### src/rtl/x_uart_pkg.sv
// x_uart_pkg: shared UART types (parity mode, receiver states) and baud timing helper
package x_uart_pkg;

    typedef enum logic [1:0] {PAR_NONE, PAR_ODD, PAR_EVEN} par_t;

    typedef enum logic [2:0] {IDLE, START, DATA, PARITY, STOP} rx_state_t;

    // Compare value for a full bit period: T - 1 clocks after a timer clear
    function automatic int calc_timer_top(input int clk_hz, input int baud);
        return clk_hz / baud - 1;
    endfunction

endpackage

### src/rtl/x_uart_rx_cfg_if.sv
// x_uart_rx_cfg_if: serial line, consumer acknowledge and received-character status bundle
interface x_uart_rx_cfg_if #(parameter int p_data_bits = 8);

    logic                   i_rx;
    logic                   i_ack;
    logic                   o_valid;
    logic [p_data_bits-1:0] o_data;
    logic                   o_parity_err;
    logic                   o_frame_err;
    logic                   o_break;
    logic                   o_overrun;

    modport master (
        output i_rx, i_ack,
        input  o_valid, o_data, o_parity_err, o_frame_err, o_break, o_overrun
    );

    modport slave (
        input  i_rx, i_ack,
        output o_valid, o_data, o_parity_err, o_frame_err, o_break, o_overrun
    );

endinterface

### src/rtl/x_uart_baud_timer.sv
// x_uart_baud_timer: clearable up-counter with match against a run-time top value
module x_uart_baud_timer #(
    parameter int p_width = 4
) (
    input  logic               clk,
    input  logic               rst_n,
    input  logic               clr,
    input  logic               en,
    input  logic [p_width-1:0] top,
    output logic               match
);

    logic [p_width-1:0] cnt;

    always_ff @(posedge clk or negedge rst_n)
        if (!rst_n)   cnt <= '0;
        else if (clr) cnt <= '0;
        else if (en)  cnt <= cnt + 1'b1;

    assign match = (cnt == top);

endmodule

### src/rtl/x_uart_rx_cfg.sv
// x_uart_rx_cfg: configurable UART receiver (5..9 data bits, optional parity, 1/2 stop bits)
// with false-start rejection, parity/framing/break flags and sticky overrun.
module x_uart_rx_cfg
    import x_uart_pkg::*;
#(
    parameter int   p_clk_hz    = 1000000,
    parameter int   p_baud      = 9600,
    parameter int   p_data_bits = 8,
    parameter par_t p_parity    = PAR_NONE,
    parameter int   p_stop_bits = 1
) (
    input logic            i_clk,
    input logic            i_nrst,
    x_uart_rx_cfg_if.slave bus
);

    localparam int T  = calc_timer_top(p_clk_hz, p_baud) + 1;
    localparam int H  = T / 2;
    localparam int TW = $clog2(T);

    if (T < 4) begin : g_bad_baud
        $error("x_uart_rx_cfg: bit period must be at least 4 clocks");
    end
    if (p_data_bits < 5 || p_data_bits > 9) begin : g_bad_bits
        $error("x_uart_rx_cfg: p_data_bits must be 5..9");
    end
    if (p_stop_bits < 1 || p_stop_bits > 2) begin : g_bad_stop
        $error("x_uart_rx_cfg: p_stop_bits must be 1 or 2");
    end

    rx_state_t              state, nxt;
    logic [2:0]             sync;
    logic [3:0]             bit_cnt;
    logic [p_data_bits-1:0] sh;
    logic [TW-1:0]          top;
    logic rx_s, fall, run, match, smp, clr, done, last_data, last_stop;
    logic par, fe, fe_n, pend;

    // sync[1] is the synchronised line, sync[2] its one-cycle history
    assign rx_s      = sync[1];
    assign fall      = !sync[1] && sync[2];
    assign run       = (state != IDLE);
    assign top       = (state == START) ? TW'(H - 1) : TW'(T - 1);
    assign smp       = run && match;
    assign clr       = !run || smp;
    assign last_data = (bit_cnt == 4'(p_data_bits - 1));
    assign last_stop = (bit_cnt == 4'(p_stop_bits - 1));
    assign done      = smp && (state == STOP) && last_stop;
    assign fe_n      = fe | ~rx_s;

    x_uart_baud_timer #(.p_width(TW)) u_timer (
        .clk   (i_clk),
        .rst_n (i_nrst),
        .clr   (clr),
        .en    (run),
        .top   (top),
        .match (match)
    );

    always_ff @(posedge i_clk or negedge i_nrst)
        if (!i_nrst) state <= IDLE;
        else         state <= nxt;

    always_comb begin
        nxt = state;
        case (state)
            IDLE:    nxt = fall ? START : IDLE;
            START:   nxt = match ? (rx_s ? IDLE : DATA) : START;
            DATA:    nxt = (match && last_data) ? ((p_parity != PAR_NONE) ? PARITY : STOP) : DATA;
            PARITY:  nxt = match ? STOP : PARITY;
            STOP:    nxt = (match && last_stop) ? IDLE : STOP;
            default: nxt = IDLE;
        endcase
    end

    always_ff @(posedge i_clk or negedge i_nrst)
        if (!i_nrst) begin
            sync             <= 3'b111;
            bit_cnt          <= '0;
            sh               <= '0;
            par              <= 1'b0;
            fe               <= 1'b0;
            pend             <= 1'b0;
            bus.o_valid      <= 1'b0;
            bus.o_data       <= '0;
            bus.o_parity_err <= 1'b0;
            bus.o_frame_err  <= 1'b0;
            bus.o_break      <= 1'b0;
            bus.o_overrun    <= 1'b0;
        end else begin
            sync <= {sync[1:0], bus.i_rx};
            if (!run) begin
                bit_cnt <= '0;
                fe      <= 1'b0;
            end
            if (smp && state == DATA) begin
                sh      <= {rx_s, sh[p_data_bits-1:1]};
                bit_cnt <= last_data ? '0 : bit_cnt + 4'd1;
            end
            if (smp && state == PARITY) par <= rx_s;
            if (smp && state == STOP) begin
                fe      <= fe_n;
                bit_cnt <= bit_cnt + 4'd1;
            end
            bus.o_valid <= done;
            if (done) begin
                bus.o_data       <= sh;
                bus.o_parity_err <= (p_parity == PAR_NONE) ? 1'b0 : ((^sh) ^ par ^ (p_parity == PAR_ODD));
                bus.o_frame_err  <= fe_n;
                bus.o_break      <= fe_n && ~|sh && !(p_parity != PAR_NONE && par);
            end
            // An ack in the o_valid cycle acknowledges the character just delivered
            pend          <= bus.o_valid ? ~bus.i_ack : pend & ~bus.i_ack;
            bus.o_overrun <= (done & pend & ~bus.i_ack) | (bus.o_overrun & ~bus.i_ack);
        end

endmodule

### src/flat_wrapper.sv
// flat-port wrapper written by rule: the top's interface ports become plain ports
module x_uart_rx_cfg_flat import x_uart_pkg::*;
#(
    parameter int   p_clk_hz    = 1000000,
    parameter int   p_baud      = 9600,
    parameter int   p_data_bits = 8,
    parameter par_t p_parity    = PAR_NONE,
    parameter int   p_stop_bits = 1
)
  (i_clk, i_nrst, bus_i_rx, bus_i_ack, bus_o_valid, bus_o_data, bus_o_parity_err, bus_o_frame_err, bus_o_break, bus_o_overrun);
  x_uart_rx_cfg_if #(.p_data_bits(p_data_bits)) bus_i ();
  input logic i_clk;
  input logic i_nrst;
  input wire logic [$bits(bus_i.i_rx)-1:0] bus_i_rx;
  input wire logic [$bits(bus_i.i_ack)-1:0] bus_i_ack;
  output wire logic [$bits(bus_i.o_valid)-1:0] bus_o_valid;
  output wire logic [$bits(bus_i.o_data)-1:0] bus_o_data;
  output wire logic [$bits(bus_i.o_parity_err)-1:0] bus_o_parity_err;
  output wire logic [$bits(bus_i.o_frame_err)-1:0] bus_o_frame_err;
  output wire logic [$bits(bus_i.o_break)-1:0] bus_o_break;
  output wire logic [$bits(bus_i.o_overrun)-1:0] bus_o_overrun;
  assign bus_i.i_rx = bus_i_rx;
  assign bus_i.i_ack = bus_i_ack;
  assign bus_o_valid = bus_i.o_valid;
  assign bus_o_data = bus_i.o_data;
  assign bus_o_parity_err = bus_i.o_parity_err;
  assign bus_o_frame_err = bus_i.o_frame_err;
  assign bus_o_break = bus_i.o_break;
  assign bus_o_overrun = bus_i.o_overrun;
  x_uart_rx_cfg #(.p_clk_hz(p_clk_hz), .p_baud(p_baud), .p_data_bits(p_data_bits), .p_parity(p_parity), .p_stop_bits(p_stop_bits)) u_core (.i_clk(i_clk), .i_nrst(i_nrst), .bus(bus_i));
endmodule
### config.mk
export PLATFORM = sky130hd
export DESIGN_NAME = x_uart_rx_cfg_flat
export DESIGN_NICKNAME = d
export VERILOG_FILES = /design/src/rtl/x_uart_pkg.sv /design/src/rtl/x_uart_rx_cfg_if.sv /design/src/rtl/x_uart_baud_timer.sv /design/src/rtl/x_uart_rx_cfg.sv /design/src/flat_wrapper.sv
export SDC_FILE = /design/constraint.sdc
export NUM_CORES = 1
export LEC_CHECK = 0
export CAP_MARGIN = 10
export CORE_UTILIZATION = 35
export DETAILED_ROUTE_END_ITERATION = 12
export PLACE_DENSITY = 0.53
export SLEW_MARGIN = 20
export SYNTH_ARGS = -nofsm -noshare
export SYNTH_HDL_FRONTEND = slang
export SYNTH_SLANG_ARGS = --single-unit
### constraint.sdc
create_clock -name i_clk -period 3.25 [get_ports i_clk]
set_input_delay 0.65 -clock i_clk [delete_from_list [all_inputs] [get_ports i_clk]]
set_output_delay 0.65 -clock i_clk [all_outputs]
set_load 0.02 [all_outputs]
# Yosys cells after proc, flatten, opt, wreduce, memory -nomap -nowiden
# Index checks and enable logic that the tools add are counted.
word_totals:
  register_bits: 39
  input_bits: 4
  out_inout_bits: 13
  word_cells: 64
classes:
  addsub: 2
  n_eq_ne: 8
  mux: 17
  bitwise_logic: 8
  n_reduce_logical: 17
op_table:
  columns: ["cell", "count"]
  rows:
  - ["7-bit two-way mux", 3]
  - ["4-bit two-way mux", 4]
  - ["3-bit case mux with 5 select lines", 1]
  - ["3-bit two-way mux", 4]
  - ["1-bit logical AND", 8]
  - ["8-bit OR reduction", 1]
  - ["7-bit by 1-bit adder with 7-bit output, second input constant", 1]
  - ["7-bit equality test", 1]
  - ["3-bit by 2-bit equality test with 1-bit output, second input constant", 2]
  - ["4-bit by 1-bit adder with 4-bit output, second input constant", 1]
  - ["1-bit bitwise AND", 4]
  - ["4-bit by 3-bit equality test with 1-bit output, second input constant", 1]
  - ["4-bit logical NOT", 1]
  - ["1-bit two-way mux", 4]
  - ["3-bit by 1-bit equality test with 1-bit output, second input constant", 1]
  - ["3-bit equality test, second input constant", 1]
  - ["1-bit logical NOT", 3]
  - ["3-bit logical NOT", 1]
  - ["3-bit inequality test, second input constant", 1]
  - ["3-bit nonzero test", 1]
  - ["2-bit two-way mux", 1]
  - ["2-bit inequality test, second input constant", 1]
  - ["1-bit inverter", 2]
  - ["1-bit bitwise OR", 2]
  - ["2 further kinds", 2]

# Logic depth before layout (Yosys ltp)
depth:
  ltp_word: 9
  mapped_depth: 7

# Modules after synthesis
# A second synthesis with hierarchy kept.
hier_totals:
  cells_unflattened: 153
  hier_area_um2: 1854.3
by_module_without_submodules:
  columns: ["module", "instances", "cells_each", "area_per_inst_um2", "seq_area_each_um2"]
  rows:
  - ["x_uart_rx_cfg", 1, 113, 1458.9, 804.5]
  - ["x_uart_baud_timer", 1, 40, 395.4, 175.2]

# Worst setup path before layout
# OpenSTA, ideal clock, no wires.
synth_timing:
  path_kind: "flip-flop to flip-flop"
  startpoint: "register u_core.state[2]"
  endpoint: "register u_core.sh[0]"
  setup_time_ns: 0.125
  t_arrival_ns: 2.143
  required_time_ns: 3.125
  slack_ns: 0.982
  path_stages_with_launch: 7
  period_less_slack_ns: 2.268
  cell_sequence: "dfrtp_1 > clkbuf_1 > nor3b_1 > mux2_4 > or4_4 > buf_6 > mux2_4"
synth_via:
  elab_chain_len: 5
synth_lines:
  columns: ["item", "line", "text"]
  rows:
  - ["start: declaration", "x_uart_rx_cfg.sv:31", "rx_state_t state, nxt;"]
  - ["start signal: assignment", "x_uart_rx_cfg.sv:62", "else state <= nxt;"]
  - ["3-bit by 1-bit equality test with 1-bit output", "x_uart_rx_cfg.sv:43", "assign top = (state == START) ? TW'(H - 1) : TW'(T - 1);"]
  - ["7-bit two-way mux", "x_uart_rx_cfg.sv:43", null]
  - ["7-bit equality test", "x_uart_baud_timer.sv:20", "assign match = (cnt == top);"]
  - ["1-bit logical AND", "x_uart_rx_cfg.sv:44", "assign smp = run && match;"]
  - ["1-bit logical AND *", "x_uart_rx_cfg.sv:96", "if (smp && state == DATA) begin"]
  - ["end signal: assignment", "x_uart_rx_cfg.sv:97", "sh <= {rx_s, sh[p_data_bits-1:1]};"]
  - ["end: declaration", "x_uart_rx_cfg.sv:34", "logic [p_data_bits-1:0] sh;"]
# Every way passes the cells marked *; elsewhere a longest branch is shown, timed or not.
# A chain may end at the register's enable or synchronous reset.

# Worst setup path after layout
layout_timing:
  startpoint: "register u_core.state[0]"
  endpoint: "register u_core.sh[2]"
# The elaborated chain is that of the path after synthesis.

==> run summary <==
H-tree depth -> 2
Worst setup EP type -> flip-flop
Core Rows -> 25
Netlist cell types -> 45
clock buffer depth -> 2
Hold Crit Class -> reg -> reg
Area Overhead vs Synth -> 15.4%
Cell Area, Synth -> 1790 um^2
crit path time final -> 2.35 ns
die width -> 73.5 um
R2R Path End -> u_core.sh[2]$_DFFE_PN0P_
Internal Power -> 0.000722 W
Initial Utilization -> 37.1%
Cells after Synth -> 147
status -> complete, no violations
CP startpoint -> u_core.state[0]$_DFF_PN0_
commonest non-fill, non-tap cells in the layout -> 36 x dfrtp_1, 14 x clkdlybuf4s50_1, 13 x nor2_1, 10 x mux2_2, 9 x mux2_4
Final setup viols -> 0
All-Layer GR Usage -> 13.0%
switching part of the total -> 27.5%
diode count -> 0
register area share after synthesis -> 54.8%
syn_area_per_cell -> 12.2 um^2
root buf cell -> clkbuf_8
io pins -> 17
TNS Setup -> 0 ns
DR pass1 iterations -> 4
Compound-Gate Fraction of Synth Area -> 6.79%
postcts setup bufs -> 0
Post-CTS Resized -> 0
Worst Max-Slew Pin Slew -> 0.841 ns
post-synth net total -> 154
Num CTS Buffers -> 5
Setup crit start kind -> flip-flop
Crit Path Class -> reg -> reg
Final nets -> 169
FF+latch count, synth -> 39
fmax -> 426 MHz
1st-iter DRT viols -> 65
max cap viols -> 0
TritonCTS Sinks -> 39
Peak VDD IR -> 267 uV
residual DRC count -> 0
reg2reg path depth -> 4
GRT overflow -> 0
number of synthesized flops with an enable pin -> 0
CP arrival -> 2.52 ns
first-pass GRT wire length -> 5220 um
Wirelength per Cell -> 13.7 um
unrepaired setup endpoints after global routing -> no
reg2reg setup slack -> 0.90 ns
P_leak -> 0.932 nW
die footprint -> 5390 um^2
Synth Area in Adders -> 2.10%
DR vias/cell -> 4.97
crit path to -> u_core.sh[2]$_DFFE_PN0P_
Vias -> 1143
final weighted congestion in routability-driven placement -> 0.894
number of global-route vias before repair -> 1097
Detail Route Antenna Nets -> 0
proportion of synthesized area in mux cells -> 14.4%
XOR/XNOR share of the synthesized area -> 2.94%
Top FF cell, synth -> dfrtp_1
hold_buf cts -> 0
post-synthesis simple-gate area fraction -> 15.1%
Comb pwr share -> 12.0%
Pins Over Slew Limit -> 0
area of the core -> 4820 um^2
Die Y -> 73.5 um
final wirelength -> 3140 um
Fin Hold WS -> 0.360 ns
cell area power density -> 483 nW/um^2
r2r startpoint -> u_core.state[0]$_DFF_PN0_
# port buffers -> 15
critical path required time -> 3.42 ns
Clock power frac -> 31.9%
Slew headroom -> 43.9%
Net Switching -> 0.000274 W
Clock Latency Late Sink -> 0.29 ns
FFs w/ async S/R, synth -> 100%
YS warnings -> 0
largest family of logic cells by synthesized area -> simple AND/OR/NAND/NOR gates
Seq pwr share -> 56.1%
post-DP HPWL -> 2130 um
worst-path fanout max -> 11
initial antenna violation count -> 0
pin count of the biggest net entering global routing -> 40
Fin. Hold Viols -> 0
CTS tree -> yes
share of cells above drive strength 1 -> 22.7%
Period Utilization, post-route -> 72.2%
clock transition at the registers of the reported paths -> 0.08 ns
most common cell after layout, fill and taps aside -> dfrtp_1
Worst Skew -> 0.00584 ns
[synthesized netlist by cell type (2+ instances only)]
library cell	count	area share, %
nor3b_1	2	0.84
nand3b_1	2	0.84
xnor2_1	3	1.5
and3_1	2	0.70
ha_1	3	2.1
dfstp_2	3	4.4
xor2_1	3	1.5
nand2b_1	2	0.70
mux2_4	9	7.6
nor4_1	3	1.1
buf_4	2	0.84
dfrtp_1	36	50
o22ai_1	3	1.1
clkbuf_1	4	0.84
o21ai_0	2	0.56
nor2_1	13	2.7
nand3_1	5	1.4
mux2_2	10	6.3
inv_1	5	1.1
o31ai_1	3	1.3
nand2_1	8	1.7
[metal layers]
metal / wire length [um] / GRT usage, % / vias to the layer above
li1: - / - / 548
met1: 1610 / 18.9 / 565
met2: 1370 / 18.0 / 23
met3: 100 / 3.29 / 7
met4: 59 / 6.41 / 0
met5: 0 / 0 / -
[per-stage QoR]
stage | cells | area (um^2) | power [W] | util (%) | setup WS [ns]
after global placement | 222 | 1980 | 0.000682 | 41.0 | 0.978
after floorplan | 147 | 1790 | 0.000649 | - | 0.982
final | 230 | 2060 | 0.000996 | 42.8 | 0.904
after detailed placement | 222 | 1980 | 0.000686 | 41.0 | 0.918
after global routing | 230 | 2060 | 0.00105 | 42.8 | 0.715
after CTS | 230 | 2060 | 0.00101 | 42.8 | 0.899
[sequential cells by signal, summed over array words and instances (netlist names), 3 cells and up]
signal	count
u_core.bit_cnt	4
u_core.bus.o_data	8
u_core.sh	8
u_core.state	3
u_core.sync	3
u_core.u_timer.cnt	7
[cells by family after synthesis]
logic type / count (synthesis)
compound gates: 17
xor+xnor: 6
fa+ha+maj: 3
buf+inv: 13
flops: 39
mux: 20
other cells: 1
simple gates: 48
[worst min-delay path by stage]
stage	start	end	slack, ns	cells after the start
2_1_floorplan	i_nrst	u_core.bit_cnt[0]$_DFFE_PN0P_	0.35	0
3_3_place_gp	u_core.sync[0]$_DFF_PN1_	u_core.sync[1]$_DFF_PN1_	0.35	0
3_5_place_dp	u_core.sync[0]$_DFF_PN1_	u_core.sync[1]$_DFF_PN1_	0.36	0
4_1_cts	u_core.sync[0]$_DFF_PN1_	u_core.sync[1]$_DFF_PN1_	0.36	0
5_1_grt	u_core.sync[0]$_DFF_PN1_	u_core.sync[1]$_DFF_PN1_	0.36	0
6_report	u_core.sync[0]$_DFF_PN1_	u_core.sync[1]$_DFF_PN1_	0.36	0
[worst max-delay path, stage by stage (launching register included)]
cell     delay, ns
dfrtp_1       0.51
nor3b_1       0.39
mux2_4        0.39
or4_4         0.60
mux2_4        0.33
[layout make-up]
type,count,area (um^2)
multi-input cells,95,742
inverters,5,18.8
fillers,465,2760
repair buffers,16,153
clock inverters,2,12.5
well taps,67,83.8
clock buffers,6,72.6
flip-flops and latches,39,980
[power by group through the flow]
stage,Sequential [W],Combinational [W],Clock (W)
6_report,0.000559,0.000120,0.000318
5_1_grt,0.000565,0.000139,0.000349
3_5_place_dp,0.000567,0.000119,0
4_1_cts,0.000558,0.000121,0.000328
2_1_floorplan,0.000554,0.0000955,0
3_3_place_gp,0.000565,0.000118,0
Note: power is estimated with default switching activity, not from simulation.
